<file path="config.mk">
export PLATFORM = sky130hd
export DESIGN_NAME = phy_mgmt_ctrl_flat
export DESIGN_NICKNAME = d
export VERILOG_FILES = /design/src/rtl/phy_mgmt_pkg.sv /design/src/rtl/phy_mgmt_ctrl_if.sv /design/src/rtl/phy_mgmt_ctrl_mdio_txn.sv /design/src/rtl/phy_mgmt_ctrl.sv /design/src/flat_wrapper.sv
export SDC_FILE = /design/constraint.sdc
export NUM_CORES = 1
export LEC_CHECK = 0
export CAP_MARGIN = 20
export CORE_UTILIZATION = 25
export DETAILED_ROUTE_END_ITERATION = 8
export PLACE_DENSITY_LB_ADDON = 0.15
export SYNTH_ARGS = -nofsm -noshare
export SYNTH_HDL_FRONTEND = slang
export SYNTH_HIERARCHICAL = 1
export SYNTH_SLANG_ARGS = --single-unit
</file>
<file path="constraint.sdc">
create_clock -name clk -period 3.45 [get_ports clk]
set_input_delay 1.035 -clock clk [delete_from_list [all_inputs] [get_ports clk]]
set_output_delay 1.035 -clock clk [all_outputs]
set_load 0.01 [all_outputs]
</file>
<file path="src/rtl/phy_mgmt_pkg.sv">
// Shared definitions for the PHY management controller: MII register map,
// bit positions, fixed register values, FSM state types and link-mode decoding.
package phy_mgmt_pkg;

    localparam logic [4:0] BMCR_ADDR   = 5'd0;
    localparam logic [4:0] BMSR_ADDR   = 5'd1;
    localparam logic [4:0] ANAR_ADDR   = 5'd4;
    localparam logic [4:0] ANLPAR_ADDR = 5'd5;

    localparam int BMCR_RESET_BIT     = 15;
    localparam int BMSR_LINK_BIT      = 2;
    localparam int BMSR_ANEG_DONE_BIT = 5;
    localparam int LPA_100FD_BIT      = 8;
    localparam int LPA_100HD_BIT      = 7;
    localparam int LPA_10FD_BIT       = 6;

    localparam logic [15:0] BMCR_RESET_VAL = 16'h8000;
    localparam logic [15:0] ANAR_ADV_VAL   = 16'h01E1;
    localparam logic [15:0] BMCR_ANEG_VAL  = 16'h1200;

    typedef enum logic [3:0] {
        IDLE,
        RST_WR,
        RST_POLL,
        ANAR_WR,
        AN_WR,
        LINK_POLL,
        LPA_RD,
        MONITOR,
        GAP,
        FAULT
    } state_t;

    typedef enum logic [1:0] {
        TXN_IDLE,
        TXN_ASSERT,
        TXN_WAIT
    } txn_state_t;

    typedef struct packed {
        logic speed100;
        logic fullDuplex;
    } link_mode_t;

    // Highest common ability wins, in 100FD > 100HD > 10FD > 10HD order.
    function automatic link_mode_t resolveLinkMode(input logic [15:0] lpa);
        logic [15:0] common;
        link_mode_t  mode;
        common = lpa & ANAR_ADV_VAL;
        mode   = '0;
        if (common[LPA_100FD_BIT]) begin
            mode.speed100   = 1'b1;
            mode.fullDuplex = 1'b1;
        end else if (common[LPA_100HD_BIT]) begin
            mode.speed100 = 1'b1;
        end else if (common[LPA_10FD_BIT]) begin
            mode.fullDuplex = 1'b1;
        end
        return mode;
    endfunction

endpackage

</file>
<file path="src/rtl/phy_mgmt_ctrl_if.sv">
// Request/response bus between the management controller and the MDIO serial engine.
interface phy_mgmt_ctrl_if;
    logic        mdio_en;
    logic        mdio_op;
    logic [4:0]  mdio_phyad;
    logic [4:0]  mdio_regad;
    logic [15:0] mdio_wdata;
    logic        mdio_valid;
    logic [15:0] mdio_rdata;

    modport master (
        output mdio_en,
        output mdio_op,
        output mdio_phyad,
        output mdio_regad,
        output mdio_wdata,
        input  mdio_valid,
        input  mdio_rdata
    );

    modport slave (
        input  mdio_en,
        input  mdio_op,
        input  mdio_phyad,
        input  mdio_regad,
        input  mdio_wdata,
        output mdio_valid,
        output mdio_rdata
    );
endinterface

</file>
<file path="src/rtl/phy_mgmt_ctrl_mdio_txn.sv">
// Runs one request/acknowledge exchange with the serial engine and flags a
// timeout when the engine does not finish in time.
module mdio_txn
    import phy_mgmt_pkg::*;
#(
    parameter logic [4:0]  PHYAD       = 5'd1,
    parameter logic [31:0] TXN_TIMEOUT = 32'd100_000
) (
    input  logic                   clk,
    input  logic                   rst,
    input  logic                   req_i,
    input  logic                   op_i,
    input  logic [4:0]             regad_i,
    input  logic [15:0]            wdata_i,
    output logic                   done_o,
    output logic [15:0]            rdata_o,
    output logic                   timeout_o,
    phy_mgmt_ctrl_if.master        mdio
);

    txn_state_t  state_q, state_d;
    logic        en_q, en_d;
    logic        op_q, op_d;
    logic [4:0]  phyad_q, phyad_d;
    logic [4:0]  regad_q, regad_d;
    logic [15:0] wdata_q, wdata_d;
    logic [31:0] cnt_q, cnt_d;

    always_ff @(posedge clk) begin
        if (rst) begin
            state_q <= TXN_IDLE;
            en_q    <= 1'b0;
            op_q    <= 1'b0;
            phyad_q <= '0;
            regad_q <= '0;
            wdata_q <= '0;
            cnt_q   <= '0;
        end else begin
            state_q <= state_d;
            en_q    <= en_d;
            op_q    <= op_d;
            phyad_q <= phyad_d;
            regad_q <= regad_d;
            wdata_q <= wdata_d;
            cnt_q   <= cnt_d;
        end
    end

    // Request fields are latched once at launch so the bus stays stable until completion.
    always_comb begin
        state_d = state_q;
        en_d    = en_q;
        op_d    = op_q;
        phyad_d = phyad_q;
        regad_d = regad_q;
        wdata_d = wdata_q;
        cnt_d   = (cnt_q == '1) ? cnt_q : cnt_q + 32'd1;
        unique case (state_q)
            TXN_IDLE: begin
                cnt_d = '0;
                if (req_i) begin
                    state_d = TXN_ASSERT;
                    en_d    = 1'b1;
                    op_d    = op_i;
                    phyad_d = PHYAD;
                    regad_d = regad_i;
                    wdata_d = wdata_i;
                end
            end
            TXN_ASSERT: begin
                if (timeout_o) begin
                    state_d = TXN_IDLE;
                    en_d    = 1'b0;
                end else if (!mdio.mdio_valid) begin
                    state_d = TXN_WAIT;
                    en_d    = 1'b0;
                end
            end
            TXN_WAIT: begin
                if (done_o || timeout_o) begin
                    state_d = TXN_IDLE;
                end
            end
            default: begin
                state_d = TXN_IDLE;
                en_d    = 1'b0;
            end
        endcase
    end

    always_comb begin
        done_o    = (state_q == TXN_WAIT) && mdio.mdio_valid;
        timeout_o = (state_q != TXN_IDLE) && !done_o &&
                    (({1'b0, cnt_q} + 33'd1) >= {1'b0, TXN_TIMEOUT});
    end

    assign rdata_o         = mdio.mdio_rdata;
    assign mdio.mdio_en    = en_q;
    assign mdio.mdio_op    = op_q;
    assign mdio.mdio_phyad = phyad_q;
    assign mdio.mdio_regad = regad_q;
    assign mdio.mdio_wdata = wdata_q;

endmodule

</file>
<file path="src/rtl/phy_mgmt_ctrl.sv">
// PHY bring-up sequencer: soft reset, advertise, autonegotiate, resolve the
// link mode and keep polling link status afterwards.
module phy_mgmt_ctrl
    import phy_mgmt_pkg::*;
#(
    parameter logic [4:0]  PHYAD       = 5'd1,
    parameter logic [31:0] POLL_GAP    = 32'd1_000_000,
    parameter logic [31:0] TXN_TIMEOUT = 32'd100_000,
    parameter int          RST_POLLS   = 16
) (
    input  logic            clk,
    input  logic            rst,
    input  logic            start_i,
    phy_mgmt_ctrl_if.master mdio,
    output logic            busy_o,
    output logic            link_up_o,
    output logic            speed_100_o,
    output logic            full_duplex_o,
    output logic            error_o
);

    state_t      state_q, state_d;
    state_t      retState_q, retState_d;
    logic [31:0] gapCnt_q, gapCnt_d;
    logic [31:0] pollCnt_q, pollCnt_d;
    logic        linkUp_q, linkUp_d;
    logic        speed100_q, speed100_d;
    logic        fullDuplex_q, fullDuplex_d;
    logic        restartGap;
    logic        gapDone;

    logic        txnReq;
    logic        txnOp;
    logic [4:0]  txnRegad;
    logic [15:0] txnWdata;
    logic        txnDone;
    logic [15:0] txnRdata;
    logic        txnTimeout;
    link_mode_t  lpaMode;

    mdio_txn #(
        .PHYAD       (PHYAD),
        .TXN_TIMEOUT (TXN_TIMEOUT)
    ) u_txn (
        .clk       (clk),
        .rst       (rst),
        .req_i     (txnReq),
        .op_i      (txnOp),
        .regad_i   (txnRegad),
        .wdata_i   (txnWdata),
        .done_o    (txnDone),
        .rdata_o   (txnRdata),
        .timeout_o (txnTimeout),
        .mdio      (mdio)
    );

    assign lpaMode = resolveLinkMode(txnRdata);
    assign gapDone = ({1'b0, gapCnt_q} + 33'd1) >= {1'b0, POLL_GAP};

    always_ff @(posedge clk) begin
        if (rst) begin
            state_q      <= IDLE;
            retState_q   <= IDLE;
            gapCnt_q     <= '0;
            pollCnt_q    <= '0;
            linkUp_q     <= 1'b0;
            speed100_q   <= 1'b0;
            fullDuplex_q <= 1'b0;
        end else begin
            state_q      <= state_d;
            retState_q   <= retState_d;
            gapCnt_q     <= gapCnt_d;
            pollCnt_q    <= pollCnt_d;
            linkUp_q     <= linkUp_d;
            speed100_q   <= speed100_d;
            fullDuplex_q <= fullDuplex_d;
        end
    end

    always_comb begin
        state_d      = state_q;
        retState_d   = retState_q;
        pollCnt_d    = pollCnt_q;
        linkUp_d     = linkUp_q;
        speed100_d   = speed100_q;
        fullDuplex_d = fullDuplex_q;
        restartGap   = 1'b0;
        unique case (state_q)
            IDLE: begin
                if (start_i) begin
                    state_d   = RST_WR;
                    pollCnt_d = '0;
                end
            end
            RST_WR: if (txnDone) state_d = RST_POLL;
            RST_POLL: begin
                if (txnDone) begin
                    if (!txnRdata[BMCR_RESET_BIT]) begin
                        state_d = ANAR_WR;
                    end else if ((pollCnt_q + 32'd1) >= 32'(RST_POLLS)) begin
                        state_d = FAULT;
                    end else begin
                        pollCnt_d  = pollCnt_q + 32'd1;
                        retState_d = RST_POLL;
                        state_d    = GAP;
                    end
                end
            end
            ANAR_WR: if (txnDone) state_d = AN_WR;
            AN_WR:   if (txnDone) state_d = LINK_POLL;
            LINK_POLL: begin
                if (txnDone) begin
                    if (txnRdata[BMSR_LINK_BIT] && txnRdata[BMSR_ANEG_DONE_BIT]) begin
                        state_d = LPA_RD;
                    end else begin
                        retState_d = LINK_POLL;
                        state_d    = GAP;
                    end
                end
            end
            LPA_RD: begin
                if (txnDone) begin
                    speed100_d   = lpaMode.speed100;
                    fullDuplex_d = lpaMode.fullDuplex;
                    linkUp_d     = 1'b1;
                    state_d      = MONITOR;
                end
            end
            // A healthy poll stays here but restarts the inter-poll wait.
            MONITOR: begin
                if (txnDone) begin
                    if (!txnRdata[BMSR_LINK_BIT]) begin
                        linkUp_d     = 1'b0;
                        speed100_d   = 1'b0;
                        fullDuplex_d = 1'b0;
                        state_d      = LINK_POLL;
                    end else begin
                        restartGap = 1'b1;
                    end
                end
            end
            GAP:     if (gapDone) state_d = retState_q;
            FAULT:   state_d = FAULT;
            default: state_d = IDLE;
        endcase
        if (txnTimeout) begin
            state_d = FAULT;
        end
    end

    always_comb begin
        if ((state_d != state_q) || restartGap) begin
            gapCnt_d = '0;
        end else begin
            gapCnt_d = (gapCnt_q == '1) ? gapCnt_q : gapCnt_q + 32'd1;
        end
    end

    always_comb begin
        txnReq   = 1'b0;
        txnOp    = 1'b0;
        txnRegad = BMCR_ADDR;
        txnWdata = '0;
        busy_o   = (state_q != IDLE) && (state_q != FAULT);
        error_o  = (state_q == FAULT);
        unique case (state_q)
            RST_WR: begin
                txnReq   = 1'b1;
                txnOp    = 1'b1;
                txnRegad = BMCR_ADDR;
                txnWdata = BMCR_RESET_VAL;
            end
            RST_POLL: begin
                txnReq   = 1'b1;
                txnRegad = BMCR_ADDR;
            end
            ANAR_WR: begin
                txnReq   = 1'b1;
                txnOp    = 1'b1;
                txnRegad = ANAR_ADDR;
                txnWdata = ANAR_ADV_VAL;
            end
            AN_WR: begin
                txnReq   = 1'b1;
                txnOp    = 1'b1;
                txnRegad = BMCR_ADDR;
                txnWdata = BMCR_ANEG_VAL;
            end
            LINK_POLL: begin
                txnReq   = 1'b1;
                txnRegad = BMSR_ADDR;
            end
            LPA_RD: begin
                txnReq   = 1'b1;
                txnRegad = ANLPAR_ADDR;
            end
            MONITOR: begin
                txnReq   = (gapCnt_q >= POLL_GAP);
                txnRegad = BMSR_ADDR;
            end
            default: txnReq = 1'b0;
        endcase
    end

    assign link_up_o     = linkUp_q;
    assign speed_100_o   = speed100_q;
    assign full_duplex_o = fullDuplex_q;

endmodule

</file>
<file path="src/flat_wrapper.sv">
// flat-port wrapper written by rule: the top's interface ports become plain ports
module phy_mgmt_ctrl_flat import phy_mgmt_pkg::*;
#(
    parameter logic [4:0]  PHYAD       = 5'd1,
    parameter logic [31:0] POLL_GAP    = 32'd1_000_000,
    parameter logic [31:0] TXN_TIMEOUT = 32'd100_000,
    parameter int          RST_POLLS   = 16
)
  (clk, rst, start_i, busy_o, link_up_o, speed_100_o, full_duplex_o, error_o, mdio_mdio_en, mdio_mdio_op, mdio_mdio_phyad, mdio_mdio_regad, mdio_mdio_wdata, mdio_mdio_valid, mdio_mdio_rdata);
  phy_mgmt_ctrl_if mdio_i ();
  input  logic clk;
  input  logic rst;
  input  logic start_i;
  output logic busy_o;
  output logic link_up_o;
  output logic speed_100_o;
  output logic full_duplex_o;
  output logic error_o;
  output wire logic [$bits(mdio_i.mdio_en)-1:0] mdio_mdio_en;
  output wire logic [$bits(mdio_i.mdio_op)-1:0] mdio_mdio_op;
  output wire logic [$bits(mdio_i.mdio_phyad)-1:0] mdio_mdio_phyad;
  output wire logic [$bits(mdio_i.mdio_regad)-1:0] mdio_mdio_regad;
  output wire logic [$bits(mdio_i.mdio_wdata)-1:0] mdio_mdio_wdata;
  input wire logic [$bits(mdio_i.mdio_valid)-1:0] mdio_mdio_valid;
  input wire logic [$bits(mdio_i.mdio_rdata)-1:0] mdio_mdio_rdata;
  assign mdio_mdio_en = mdio_i.mdio_en;
  assign mdio_mdio_op = mdio_i.mdio_op;
  assign mdio_mdio_phyad = mdio_i.mdio_phyad;
  assign mdio_mdio_regad = mdio_i.mdio_regad;
  assign mdio_mdio_wdata = mdio_i.mdio_wdata;
  assign mdio_i.mdio_valid = mdio_mdio_valid;
  assign mdio_i.mdio_rdata = mdio_mdio_rdata;
  phy_mgmt_ctrl #(.PHYAD(PHYAD), .POLL_GAP(POLL_GAP), .TXN_TIMEOUT(TXN_TIMEOUT), .RST_POLLS(RST_POLLS)) u_core (.clk(clk), .rst(rst), .start_i(start_i), .mdio(mdio_i), .busy_o(busy_o), .link_up_o(link_up_o), .speed_100_o(speed_100_o), .full_duplex_o(full_duplex_o), .error_o(error_o));
endmodule
</file>
; ---- Word level (Yosys, flattened, before mapping)
; Cells that the tools add are included.
[totals]
reg_bits = 133
in_bits = 20
out_inout_bits = 33
wordCells = 131
[op_classes]
addsub = 5
magnitude_cmp = 4
eq_ne = 27
muxes = 54
bitwise_logic = 1
n_reduce_logical = 26
[op_table]
columns = op, count
row1 = $mux 32, 4
row2 = $add 32x1->32 const B, 3
row3 = $mux 4, 18
row4 = $add 32x1->33 const B, 2
row5 = $eq 32x32->1 const B, 2
row6 = $pmux 32 s2, 1
row7 = $pmux 16 s3, 1
row8 = $pmux 4 s10, 1
row9 = $ge 33x17->1 const B, 1
row10 = $ge 33x20->1 const B, 1
row11 = $ge 32x20->1 const B, 1
row12 = $ge 32x5->1 const B, 1
row13 = $ne 2x2->1 const B, 10
row14 = $eq 4x3->1 const B, 4
row15 = $mux 1, 16
row16 = $mux 2, 5
row17 = $pmux 3 s3, 1
row18 = $eq 4x2->1 const B, 2
row19 = $eq 4x4->1 const B, 2
row20 = $pmux 1 s2, 4
row21 = $pmux 4 s2, 1
row22 = $reduce_bool 2->1, 4
row23 = $pmux 2 s3, 1
row24 = $reduce_and 3->1, 2
row25 = 22 further kinds, 29

; ---- Logic depth before layout (Yosys ltp)
[logic_depth]
depth_word = 10
ltp_mapped = 17
depth_no_buf = 15

; ---- By module
; The synthesis kept the hierarchy.
[by_module_without_submodules]
columns = mod, instances, cells_each, area_per_inst_um2
row1 = phy_mgmt_ctrl, 1, 612, 5084.9
row2 = mdio_txn, 1, 384, 3072.9

; ---- Worst setup path after synthesis
; OpenSTA, ideal clock, no wires.
[synth_timing]
path_kind = register to register
from = reg u_core.u_txn.cnt_q[8]
to = reg u_core.gapCnt_q[2]
setup_time_ps = 88
arrival_ps = 3514
t_required_ps = 3362
slack_ps = -152
path_stages_with_launch = 17
n_path_buf = 3
period_less_slack_ps = 3602
path_cell_list = dfxtp_1 > buf_2 > nand4_4 > or4_4 > buf_6 > nor4_4 > o211ai_2 > a211oi_1 > nor3b_2 > nor2_1 > nand2b_1 > nand2b_1 > xnor2_1 > or3_1 > a31oi_2 > buf_2 > nor4b_2
[synth_via]
elab_chain_cells = 7
[synth_rtl]
columns = element, line_no
row1 = from (decl), phy_mgmt_ctrl_mdio_txn.sv:27  ; logic [31:0] cnt_q, cnt_d;
row2 = from (signal assigned), phy_mgmt_ctrl_mdio_txn.sv:45  ; cnt_q <= cnt_d;
row3 = $add 32x1->33, phy_mgmt_ctrl_mdio_txn.sv:94  ; (({1'b0, cnt_q} + 33'd1) >= {1'b0, TXN_TIMEOUT});
row4 = $ge 33x17->1, phy_mgmt_ctrl_mdio_txn.sv:94
row5 = $logic_and 1x1->1, phy_mgmt_ctrl_mdio_txn.sv:93  ; timeout_o = (state_q != TXN_IDLE) && !done_o &&
row6 = net u_core.txnTimeout, phy_mgmt_ctrl.sv:38  ; logic txnTimeout;
row7 = $mux 4, phy_mgmt_ctrl.sv:146  ; if (txnTimeout) begin
row8 = $ne 4x4->1, phy_mgmt_ctrl.sv:152  ; if ((state_d != state_q) || restartGap) begin
row9 = $logic_or 1x1->1, phy_mgmt_ctrl.sv:152
row10 = $reduce_or 2->1 (no line), n/a
row11 = to (signal assigned), phy_mgmt_ctrl.sv:72  ; gapCnt_q <= gapCnt_d;
row12 = to (decl), phy_mgmt_ctrl.sv:24  ; logic [31:0] gapCnt_q, gapCnt_d;
; The timed path passes the listed nets, and every way through them passes these cells.
; A chain may end at the register's enable or synchronous reset.

; ---- Worst setup path after layout
[layout_timing]
from = reg u_core.u_txn.cnt_q[17]
to = reg u_core.gapCnt_q[3]
; The elaborated chain is that of the path after synthesis.

==> run summary <==
status -> complete, but fails checks
failing checks -> setup timing
largest net degree at the start of global routing -> 33
final worst slack -> -314 ps
total power -> 0.00365 W
final-stage net count -> 1179
Static Leakage -> 3.94 nW
Highest Clock Rate -> 266 MHz
final WL -> 23400 microns
Ports -> 53
worst slack at placement -> -610 ps
drt first-iter violations -> 311
Tot GR Track Use -> 0.145
die height -> 182 microns
syn_area_per_cell -> 8.20 sq um
crit share post-route -> 1.09
Die ar. -> 33100 sq um
Final Cell Area -> 11000 sq um
vias in the first global route -> 7433
slowest stage delay, CP -> 580 ps
Top delay family on crit path -> simple AND/OR/NAND/NOR gates
Final Hold Violating Endpoints -> 0
clock buffer count from CTS -> 17
Site Rows -> 65
Post-Synthesis Cell Area -> 8080 sq um
Worst setup EP type -> flop
CP Max Fanout -> 8
htree depth -> 4
Initial Util -> 0.255
grt met1 use -> 0.192
Setup CP Type -> reg2reg
power per cell area -> 331 nW/um^2
via/cell ratio -> 4.82
Area Growth Syn to Fin -> 36.4%
Startpoint Class -> flop
Crit-path slowest cell -> or4_4
TritonCTS clock tree -> yes
wire length per cell -> 14.9 microns
layout cells sized above 1 -> 0.276
HPWL after DPL -> 16400 microns
Slew @ Worst Pin -> 806 ps
Synth warnings -> 6
CTS Sinks -> 131
crit path cell chain -> nand3_2 > or4_4 > buf_4 > nor3_4 > a31oi_4 > a211oi_2 > nor3b_4 > nor2_2 > buf_4 > nand2b_4 > nand2b_4 > xnor2_1 > or3_4 > a31oi_4 > buf_6 > buf_12 > nor4bb_1
initial antenna violation count -> 0
Peak VDD IR -> 0.000334 V
GP Congestion -> 0.810
TritonRoute pass-1 iters -> 4
Skew-Pair Late Insertion Delay -> 430 ps
RSZ-0062 raised after global routing -> yes
Setup violations, final -> 32
GR Util met2 -> 0.239
global route overflow -> 0
CORE AREA -> 31700 sq um
Worst EP arrival -> 4100 ps
Routed Antenna Nets -> 0
WP buf/inv -> 4
grt peak-use layer -> met2
die width -> 182 microns
DRC viols -> 0
Worst Hold Class -> reg2reg
Final Critical Period -> 3760 ps
post-synthesis instance total -> 986
Diodes inserted -> 0
routed vias -> 7554
Max-slew headroom -> 0.463
Util after Layout -> 0.348
Root Driver -> clkbuf_16
met3 Use GR -> 0.0257
Slew Viols, Final -> 0
Area after DPL -> 9900 sq um
global-route wire length before repair -> 38600 microns
Final TNS setup -> -9060 ps
Worst EP required -> 3790 ps
number of max-cap violations -> 0
Port Buffer Count -> 38
Worst-path clk slew -> 70 ps
Clock Skews -> 11.5 ps
CTS Buffer Depth -> 2
-- registers in the layout (all words and copies together), names as in the netlist --
signal                        flops
u_core/u_txn/mdio.mdio_wdata     16
u_core/gapCnt_q                  32
u_core/u_txn/mdio.mdio_regad      5
u_core/u_txn/state_q              2
u_core/u_txn/mdio.mdio_op         1
u_core/u_txn/cnt_q               32
u_core/full_duplex_o              1
u_core/state_q                    4
u_core/retState_q                 2
u_core/u_txn/mdio.mdio_en         1
u_core/speed_100_o                1
u_core/link_up_o                  1
u_core/pollCnt_q                 32
u_core/u_txn/mdio.mdio_phyad      1
-- through the flow --
stage / hold slack [ps] / cells
6_report: 452 / 1567
5_1_grt: 482 / 1567
4_1_cts: 458 / 1559
3_5_place_dp: 450 / 1513
3_3_place_gp: 445 / 1513
2_1_floorplan: 452 / 999
-- placed cells by master (no fill, tap or decap), types with 9 or more instances in the layout --
master,n
a21oi_1,69
a31oi_1,16
and2_1,31
and3_1,15
and4_1,12
buf_4,174
clkbuf_16,17
clkdlybuf4s50_1,36
conb_1,15
dfxtp_1,119
dfxtp_2,12
inv_1,19
mux2i_1,11
nand2_1,107
nand3_1,35
nand4_1,31
nor2_1,73
nor3_1,40
nor4_1,11
nor4b_2,16
nor4b_4,15
o21ai_0,19
or3_1,9
xnor2_1,43
xor2_1,26
-- worst reg2reg max path: stages (launching register included) --
cell and delay [ps]:
dfxtp_1 350, nand3_2 110, or4_4 580, buf_4 180, nor3_4 220, a31oi_4 130, a211oi_2 170, nor3b_4 260
nor2_2 80, buf_4 140, nand2b_4 130, nand2b_4 140, xnor2_1 140, or3_4 380, a31oi_4 180, buf_6 160
buf_12 130, nor4bb_1 210
-- where the power goes --
group	internal [W]	switching (W)	total, W
Sequential	0.00153	0.0000194	0.00155
Combinational	0.000143	0.000142	0.000285
Clock	0.00108	0.000726	0.00181
-- layer usage --
metal	routed length, microns	up-vias
met2	10900	63
met5	0	-
li1	-	3888
met3	538	18
met1	11700	3585
met4	292	0
-- area by class of cell --
| type | count | area, sq um |
|---|---|---|
| flip-flops and latches | 131 | 2640 |
| multi-input cells | 760 | 5340 |
| well taps | 402 | 503 |
| repair buffers | 224 | 1900 |
| clock buffers | 19 | 443 |
| clock inverters | 12 | 133 |
| inverters | 19 | 71.3 |
| fillers | 3315 | 20700 |
-- what timing repair did --
item	in CTS	in global routing
setup buffers	13	8
setup endpoints to repair	55	66
gates cloned	3	0
pin swaps	22	14
resized for setup	36	27
hold buffers	0	0
-- path summary, 6_finish.rpt --
| kind | from | slack (ps) | end | depth (start not counted) |
|---|---|---|---|---|
| setup / recovery | u_core/u_txn/cnt_q[17] | -310 | u_core/gapCnt_q[3] | 17 |
| hold / removal | u_core/u_txn/mdio.mdio_wdata[15] | 450 | u_core/u_txn/mdio.mdio_wdata[15] | 2 |
| hold reg to reg | u_core/u_txn/mdio.mdio_wdata[15] | 450 | u_core/u_txn/mdio.mdio_wdata[15] | 2 |
| setup reg to reg | u_core/u_txn/cnt_q[17] | -310 | u_core/gapCnt_q[3] | 17 |
(Power assumes the default switching activity.)
